$ cat src/rtl/inst_fetch.sv
// Instruction fetch unit: a single-outstanding request/response engine between imem and the decoder.
// Optional fetch counter output is enabled by defining IFU_FETCH_CNT_EN.
module inst_fetch #(
  parameter logic [31:0] RESET_PC = 32'h8000_0000
) (
  input  logic        clk,
  input  logic        rst,
  output logic        imem_req_valid,
  input  logic        imem_req_ready,
  output logic [31:0] imem_req_addr,
  input  logic        imem_resp_valid,
  input  logic [31:0] imem_resp_data,
  input  logic        redirect_valid,
  input  logic [31:0] redirect_pc,
  input  logic        halt,
  output logic        out_valid,
  input  logic        out_ready,
  output logic [31:0] out_inst,
  output logic [31:0] out_pc
`ifdef IFU_FETCH_CNT_EN
  ,
  output logic [31:0] fetch_cnt
`endif
);

  localparam int unsigned XLEN = 32;

  localparam logic [1:0] S_REQ    = 2'd0;
  localparam logic [1:0] S_WAIT   = 2'd1;
  localparam logic [1:0] S_FULL   = 2'd2;
  localparam logic [1:0] S_HALTED = 2'd3;

  logic [1:0]      state_q, state_d;
  logic [XLEN-1:0] pc_q, pc_d;
  logic [XLEN-1:0] out_inst_q, out_inst_d;
  logic [XLEN-1:0] out_pc_q, out_pc_d;
  logic [XLEN-1:0] pend_pc_q, pend_pc_d;
  logic            kill_q, kill_d;
  logic            pend_q, pend_d;
  logic            halt_pend_q, halt_pend_d;
  logic            req_valid_q, req_valid_d;
  logic            out_valid_q, out_valid_d;

  logic [XLEN-1:0] redir_pc_c;
  logic [1:0]      req_or_halt_c;

  assign redir_pc_c    = {redirect_pc[XLEN-1:2], 2'b00};
  // A pending halt diverts every would-be return to REQ into HALTED.
  assign req_or_halt_c = (halt_pend_q || halt) ? S_HALTED : S_REQ;

  always_ff @(posedge clk or posedge rst) begin
    if (rst) begin
      state_q     <= S_REQ;
      pc_q        <= RESET_PC;
      out_inst_q  <= '0;
      out_pc_q    <= '0;
      pend_pc_q   <= '0;
      kill_q      <= 1'b0;
      pend_q      <= 1'b0;
      halt_pend_q <= 1'b0;
      req_valid_q <= 1'b1;
      out_valid_q <= 1'b0;
    end else begin
      state_q     <= state_d;
      pc_q        <= pc_d;
      out_inst_q  <= out_inst_d;
      out_pc_q    <= out_pc_d;
      pend_pc_q   <= pend_pc_d;
      kill_q      <= kill_d;
      pend_q      <= pend_d;
      halt_pend_q <= halt_pend_d;
      req_valid_q <= req_valid_d;
      out_valid_q <= out_valid_d;
    end
  end

  always_comb begin
    state_d     = state_q;
    pc_d        = pc_q;
    out_inst_d  = out_inst_q;
    out_pc_d    = out_pc_q;
    pend_pc_d   = pend_pc_q;
    kill_d      = kill_q;
    pend_d      = pend_q;
    halt_pend_d = halt_pend_q | halt;

    case (state_q)
      S_REQ: begin
        if (redirect_valid) begin
          pend_pc_d = redir_pc_c;
        end
        // The address on the bus stays put until accepted; a redirect only becomes a kill on acceptance.
        if (imem_req_ready) begin
          state_d = S_WAIT;
          if (redirect_valid || pend_q) begin
            kill_d = 1'b1;
            pend_d = 1'b0;
          end
        end else if (redirect_valid) begin
          pend_d = 1'b1;
        end
      end
      S_WAIT: begin
        if (redirect_valid) begin
          pend_pc_d = redir_pc_c;
          kill_d    = 1'b1;
        end
        if (imem_resp_valid) begin
          kill_d = 1'b0;
          if (redirect_valid) begin
            state_d = req_or_halt_c;
            pc_d    = redir_pc_c;
          end else if (kill_q) begin
            state_d = req_or_halt_c;
            pc_d    = pend_pc_q;
          end else begin
            state_d    = S_FULL;
            out_inst_d = imem_resp_data;
            out_pc_d   = pc_q;
          end
        end
      end
      S_FULL: begin
        // A redirect wins over a same-cycle decoder handshake.
        if (redirect_valid) begin
          state_d = req_or_halt_c;
          pc_d    = redir_pc_c;
        end else if (out_ready) begin
          state_d = req_or_halt_c;
          pc_d    = pc_q + XLEN'(4);
        end
      end
      default: begin
        state_d = S_HALTED;
      end
    endcase

    req_valid_d = (state_d == S_REQ);
    out_valid_d = (state_d == S_FULL);
  end

  assign imem_req_valid = req_valid_q;
  assign imem_req_addr  = pc_q;
  assign out_valid      = out_valid_q;
  assign out_inst       = out_inst_q;
  assign out_pc         = out_pc_q;

`ifdef IFU_FETCH_CNT_EN
  // Counts instructions actually delivered to the decoder.
  logic [XLEN-1:0] fetch_cnt_q;
  logic            deliver_c;

  assign deliver_c = (state_q == S_FULL) && out_ready && !redirect_valid;

  always_ff @(posedge clk or posedge rst) begin
    if (rst) begin
      fetch_cnt_q <= '0;
    end else if (deliver_c) begin
      fetch_cnt_q <= fetch_cnt_q + XLEN'(1);
    end
  end

  assign fetch_cnt = fetch_cnt_q;
`else
  // No delivery counter in this build.
`endif

endmodule

$ cat config.mk
export PLATFORM = sky130hd
export DESIGN_NAME = inst_fetch
export DESIGN_NICKNAME = d
export VERILOG_FILES = /design/src/rtl/inst_fetch.sv
export SDC_FILE = /design/constraint.sdc
export NUM_CORES = 1
export LEC_CHECK = 0
export BUFFER_PORTS_ARGS = -buffer_cell sky130_fd_sc_hd__buf_2
export CAP_MARGIN = 40
export CORE_UTILIZATION = 57
export DETAILED_ROUTE_END_ITERATION = 6
export HOLD_SLACK_MARGIN = 0.08
export PLACE_DENSITY = 0.87
export SKIP_LAST_GASP = 1
export SLEW_MARGIN = 15
export SYNTH_ARGS = -nofsm -noshare
export SYNTH_HDL_FRONTEND = slang
export SYNTH_SLANG_ARGS = --single-unit
$ cat constraint.sdc
create_clock -name clk -period 12.47 [get_ports clk]
set_input_delay 1.8705 -clock clk [delete_from_list [all_inputs] [get_ports clk]]
set_output_delay 1.8705 -clock clk [all_outputs]
set_load 0.02 [all_outputs]
; Word-level counts from Yosys, hierarchy flattened
; Cells that the tools add are included.
[totals]
ff_bits = 133
in_bits = 71
elab_cells = 58
[classes]
bitwise = 3
mux = 21
reduce_logical = 13
n_eq_ne = 10
n_addsub = 1
[op_table]
columns = cell, n
row1 = $mux W32, 5
row2 = $pmux W32 S2, 1
row3 = $add A32 B3 Y32 const B, 1
row4 = $mux W2, 7
row5 = $reduce_and A4 Y1, 3
row6 = $ne A3 B3 Y1 const B, 3
row7 = $mux W1, 6
row8 = $ne A2 B2 Y1 const B, 3
row9 = $pmux W2 S3, 1
row10 = $reduce_bool A2 Y1, 3
row11 = $eq A2 B2 Y1 const B, 2
row12 = $logic_not A2 Y1, 2
row13 = $reduce_and A3 Y1, 1
row14 = $eq A2 B1 Y1 const B, 1
row15 = $logic_or A1 B1 Y1, 2
row16 = $ne A2 B1 Y1 const B, 1
row17 = $not A1 Y1, 2
row18 = $pmux W1 S2, 1
row19 = $reduce_and A2 Y1, 1
row20 = $reduce_or A2 Y1, 1
row21 = $or A1 B1 Y1, 1

; Logic depth before layout (Yosys ltp)
; Gate-level depths: netlist (run 1).
[depth]
ltp_word = 7
ltp_mapped = 8

; Least setup slack after synthesis (run 1)
; OpenSTA, ideal clock, no wires.
[synth_timing]
kind = input-to-reg
startpoint = input redirect_valid
endpoint = register pend_pc_q[11]
arrival_ns = 3.181
setup_ns = 0.125
path_stages = 5
slack_ns = 9.164
cell_sequence = clkbuf_1 inv_1 nor2_1 clkbuf_1 mux2_2
[synth_between]
elab_chain_cells = 1
[synth_rtl]
columns = item, line
row1 = start: declaration, 13  ; input logic redirect_valid,
row2 = $reduce_and A2 Y1 (no line), -
row3 = end signal: assignment, 68  ; pend_pc_q <= pend_pc_d;
row4 = end: declaration, 37  ; logic [XLEN-1:0] pend_pc_q, pend_pc_d;
; Every way passes these cells.
; A chain may end at the register's enable or synchronous reset.

; Final worst setup path (run 1)
[layout_timing]
startpoint = input redirect_valid
endpoint = register pc_q[22] (netlist: imem_req_addr[22])
[layout_between]
elab_chain_cells = 3
elab_cells_between_ends = 7
cone_classes = eq/ne: 2 / mux: 4 / reduce/logical: 1
[layout_rtl]
columns = item, line
row1 = $mux W32, 110  ; if (redirect_valid) begin
row2 = $mux W32, 108  ; if (imem_resp_valid) begin
row3 = $pmux W32 S2, 87  ; case (state_q)
row4 = end signal: assignment, 65  ; pc_q <= pc_d;
row5 = end: declaration, 34  ; logic [XLEN-1:0] pc_q, pc_d;
; Several ways; a longest one is shown, not always the timed one. The select of a mux whose other input is x is not followed.

==> impl_metrics.ini, run 1 <==
[clock_tree]
clock_latency_ns = 0.53
cts.sinks = 129
cts_tree = built
cts_buffer_depth = 2
clkTransAtPathRegs_ns = 0.06
cts_root_buffer = clkbuf_8
htree_levels = 4
cts_resized = 0
numCtsBuffers = 17
post_cts_buffers = 0
postCtsHoldBufs = 0

[layout]
antenna_cells = 0
nNetsFinal = 783
area_growth_pct = 25.54
post-route-util_pct = 74.19
drive_gt1_share_pct = 42.40
fin_area_mm2 = 0.007694

[worst_hold_path]
holdPathStages = 2
hp-class = register to register

[logic_synthesis]
synth_ff_type = dfrtp_1
synth_most_common_cell = dfrtp_1
seq_area_frac_synth_pct = 52.72
synth.area.top_cells = dfrtp_1 (52%), mux2_2 (17%), o21ai_0 (4.5%), nand2_1 (3.0%), nor2_1 (2.4%)
synth_top_cell_area_share_pct = 51.86
syn_avg_cell_area_um2 = 10.98
yosys.cell_types.count = 58
synth_enable_flop_cells = 0
synth_common_cells = dfrtp_1 (127), mux2_2 (90), o21ai_0 (55)
synth_area_leader_cell = dfrtp_1
synthArstFlopShare_pct = 100.0
ys_seq_elements = 129
netlist_area_mm2 = 0.006128
yosysWarnings = 0
synthCells = 558

[drt]
drtIter0Drc = 368
vias_per_cell = 6.001
drt-total-wl_mm = 15.80
first_pass_iters = 5
ant_nets = 0
wl_per_cell_um = 18.37
drc_errors = 0
num_vias = 5161

[setup_path]
cp_cell_sequence = buf_2 -> buf_4 -> inv_1 -> nand2_1 -> a31oi_1 -> o21ai_0 -> o21ai_0
endpoint = imem_req_addr[22]
cp.required_ns = 12.81
ff2ff_path_depth = 6
r2r_slack_ns = 9.92
worstReg2RegEnd = imem_req_addr[22]
crit_start = redirect_valid
critPathMostFrequentCell = o21ai_0
path_depth = 7
crit_arrival_ns = 4.11
cp-end-kind = register
r2r_start = imem_req_addr[2]
critPathKind = primary input to register
cp-start-kind = primary input
slowest_stage = nand2_1
slowest_delay_ns = 0.72
cp_max_fo = 64
crit_family = buffers and inverters
worst-path-buf-inv = 3

[power_and_ir_drop]
power-per-cell-area_mw_per_mm2 = 220.1
power.leakage_uw = 0.003816
irDropWorstVdd_mv = 0.1459

[sta]
maxSlewViolCount = 0
tightest_slew_ns = 0.9023
worst_slack_ns = 8.700
rsz0062_at_grt = no
clock_skew_ns = 0.005190
finalCritPeriodShare_pct = 30.24
tns_ns = 0
final_hold_viol_count = 0
max_freq_mhz = 265.2
fin_hold_ws_ns = 0.4847
period_minus_slack_ns = 3.770
slew-limit-headroom_pct = 39.83
setup_viol = 0

[placed_design]
gp_congestion = 0.8085
io_buffers = 162
dpl_cell_area_mm2 = 0.007028
pre_cts_ws_ns = 8.278
dp_hpwl_mm = 10.09

[outcome]
status = completed

[global_route]
first_global_vias = 5141
grt_max_degree = 77
antenna_found_initial = 0
grt_pass1_wl_mm = 25.26
grt_use_total_pct = 29.20
grt_remaining_overflow = 0

[floorplanning]
row_count = 37
core_mm2 = 0.01037
die_w_um = 105.7
die-area_mm2 = 0.01117
ioPinCount = 169
initial_core_util_pct = 59.10
die_h_um = 105.7

[flow_run]
drv_cap = 0
## power breakdown
| group | internal (uW) | leakage, uW | switching [uW] |
|---|---|---|---|
| Clock | 360 | 0.000311 | 182 |
| Sequential | 559 | 0.00163 | 148 |
| Combinational | 190 | 0.00187 | 254 |
| Total | 1110 | 0.00382 | 585 |
## cell families (layout without fill, tap and decap cells)
group,after synthesis,in the layout,share of synthesized area (%)
simple gates,148,148,12.25
compound gates,129,129,12.80
flops,129,129,52.72
mux,95,95,17.35
buf+inv,47,210,3.471
xor+xnor,8,8,1.143
fa+ha+maj,1,1,0.2041
other cells,1,4,0.06119
## layout by cell type, fill, tap and decap left out, types with 3 or more instances in the layout
cell	instances
a31oi_1	9
mux2i_1	5
xor2_1	7
a21oi_1	27
nor2b_1	3
a211oi_1	4
and3_1	3
o211ai_1	5
bufinv_16	5
and2_1	6
nor2_1	38
a41oi_1	7
clkbuf_16	16
conb_1	4
nand3_1	14
a221oi_1	4
nand2_1	48
a22oi_1	3
buf_4	7
mux2_2	90
clkbuf_8	4
clkinv_2	3
nand2b_1	3
nor3_1	5
buf_2	162
dfrtp_1	127
o21ai_0	55
nand4_1	10
inv_1	6
## sequential cells by signal (all words and copies together), names as in the netlist
register        cells
state_q             2
out_valid           1
out_pc             30
halt_pend_q         1
imem_req_valid      1
kill_q              1
pend_q              1
out_inst           32
pend_pc_q          30
imem_req_addr      30
## worst min-delay path by stage
stage                      from     endpoint
floorplan           halt_pend_q  halt_pend_q
global placement     out_pc[29]   out_pc[29]
detailed placement  halt_pend_q  halt_pend_q
CTS                 halt_pend_q  halt_pend_q
global route        out_inst[8]  out_inst[8]
finish               out_pc[29]   out_pc[29]
## per-layer routing
metal	track usage [%]	vias to the layer above	part of all wire (%)
li1	-	2314	-
met1	36.26	2541	41
met2	49.07	265	49
met3	8.101	41	7.9
met4	10.02	0	2.0
met5	0	-	0
## through the flow
stage / total power, uW / std cells
floorplan: 974.4 / 561
global placement: 1115 / 825
detailed placement: 1148 / 826
CTS: 1693 / 858
global route: 1770 / 860
finish: 1694 / 860
## worst reg2reg max path: cells and delay by family (launching register included)
family	cells	cell delay (ns)
and+or+nand+nor	3	1.10
DFF	1	0.53
AOI/OAI and AO/OA	2	0.53
adders and majority gates	1	0.25
## cell type report
type	instances	area, um2
sequential	129	3231
multi-input combinational	385	2713
fill	704	2676
timing repair buffer	171	905.9
clock buffer	22	462.9
clock inverter	10	180.2
tap	136	170.2
inverter	7	31.28
Note: power is estimated with default switching activity, not from simulation.
==> inputs of run 2 (changes only) <==
CORE_UTILIZATION = 53   (was 57)
PLACE_DENSITY = 0.82   (was 0.87)
clock period = 3.6 ns   (was 12.47 ns; I/O delays follow)
==> run 2 against run 1 <==
  * Worst setup slack worse by 7.6 ns
  * Flip-flop and latch count stayed put
  * First-iteration DRC count is 12% higher
  * Via count is 0.48% lower
  * Hold slack worse by 0.16 ns
  * Cell area is 0.41% higher
  * Power grew to 3.5 times the previous value
  * Die area is 7.4% higher
  * Combinational power grew to 3.5 times the previous value
  * Routed wire length is 1.2% lower
  * Final cell count is 0.81% higher
  * Non-clock buffer count is 2 higher
  * Critical endpoint is now imem_req_addr[31]
==> impl_metrics.ini, run 2 (synthesized netlist as in run 1, its figures left out) <==
[placed_design]
dp_hpwl_mm = 10.46
gp_congestion = 0.7886
io_buffers = 162

[power_and_ir_drop]
internal_power_uw = 3831
p_sw_share_pct = 35.17
clkPwrFrac_pct = 32.5
irDropWorstVdd_mv = 0.5184
sequentialPowerShare_pct = 41.5
switching_power_uw = 2079
power-per-cell-area_mw_per_mm2 = 765.0
power.leakage_uw = 0.003823
p_comb_share_pct = 26.1

[sta]
period_minus_slack_ns = 2.522
max_freq_mhz = 396.5
setup_viol = 0
final_hold_viol_count = 0
tns_ns = 0
clock_skew_ns = 0.006866
maxSlewViolCount = 0
slew-limit-headroom_pct = 43.63
finalCritPeriodShare_pct = 70.06
rsz0062_at_grt = no
tightest_slew_ns = 0.8424

[clock_tree]
numCtsBuffers = 17
postCtsHoldBufs = 0
post_cts_buffers = 0
cts_resized = 0
cts.sinks = 129
cts_tree = built
clkTransAtPathRegs_ns = 0.06
htree_levels = 4
cts_root_buffer = clkbuf_16
clock_latency_ns = 0.42
cts_buffer_depth = 2

[setup_path]
cp.required_ns = 3.96
r2r_start = state_q[1]
worstReg2RegEnd = imem_req_addr[31]
cp_max_fo = 24
r2r_slack_ns = 1.08
cp-start-kind = register
cp-end-kind = register
crit_arrival_ns = 2.88
ff2ff_path_depth = 5
critPathKind = register to register

[layout]
multi_input_area_mm2 = 0.002713
area_growth_pct = 26.05
final_common_cell = buf_2
post-route-util_pct = 70.03
nNetsFinal = 785
nFillCells = 785
largest_register_ffs = 32
final_cell_mix = buf_2 (162), dfrtp_1 (127), mux2_2 (90)
drive_gt1_share_pct = 42.84
seqCellArea_mm2 = 0.003231

[floorplanning]
die-area_mm2 = 0.01200
initial_core_util_pct = 55.56
ioPinCount = 169
die_w_um = 109.5
row_count = 38
core_mm2 = 0.01103
die_h_um = 109.5

[drt]
num_vias = 5136
drtIter0Drc = 412
drt-total-wl_mm = 15.61
vias_per_cell = 5.924
first_pass_iters = 5
ant_nets = 0
wl_per_cell_um = 18.01
drc_errors = 0

[worst_hold_path]
hp-class = primary input to asynchronous set/reset pin

[global_route]
grt_max_degree = 130
grt_use_total_pct = 27.47
grt_pass1_wl_mm = 24.70
antenna_found_initial = 1
grt_remaining_overflow = 0
first_global_vias = 4860

[outcome]
status = completed

[flow_run]
drv_cap = 0
-- run 2: area by class of cell --
class	instances	share of cell area [%]
flip-flops and latches	129	41.82
multi-input cells	385	35.11
repair buffers	173	11.89
clock buffers	17	5.507
clock inverters	15	2.980
well taps	140	2.268
inverters	7	0.3887
diodes	1	0.03239
-- run 2: power groups by stage --
stage | Clock [uW] | Combinational, uW | Sequential, uW
4_1_cts | 1940 | 1550 | 2440
5_1_grt | 2000 | 1670 | 2520
2_1_floorplan | 0 | 690 | 2690
6_report | 1920 | 1540 | 2450
3_3_place_gp | 0 | 1480 | 2410
3_5_place_dp | 0 | 1530 | 2460
-- run 2: layer usage --
metal	vias to the layer above	track usage (%)	routed length, um
met5	-	0	0
met4	0	12.67	381
met3	36	6.343	1065
met2	250	44.16	7662
met1	2530	35.39	6502
li1	2320	-	-
-- run 2: through the flow --
step                setup WS (ns)  cells  instance area (um2)  power [uW]  hold slack (ns)
global placement            1.040    834                 7067        3888           0.4608
detailed placement         0.9648    834                 7067        3993           0.4631
CTS                         1.129    866                 7722        5921           0.3149
floorplan                   1.466    561                 6143        3376           0.4399
global route               0.8998    867                 7725        6191           0.3264
finish                      1.078    867                 7725        5910           0.3221
-- run 2: critical path, stage by stage, from the launching register on --
cell	delay, ns
dfrtp_1	0.53
and2b_1	0.51
nand2_1	0.61
nor2_1	0.24
or4b_1	0.46
nand3_1	0.10
-- run 2: worst max-delay path by stage --
stage	from	endpoint	slack, ns	depth (start not counted)
final	state_q[1]	imem_req_addr[31]	1.08	5
after global routing	state_q[1]	imem_req_addr[31]	0.90	5
after CTS	state_q[1]	imem_req_addr[31]	1.13	5
after detailed placement	redirect_valid	pend_pc_q[20]	0.96	5
after global placement	redirect_valid	pend_pc_q[22]	1.04	5
after floorplan	rst	halt_pend_q	1.47	1
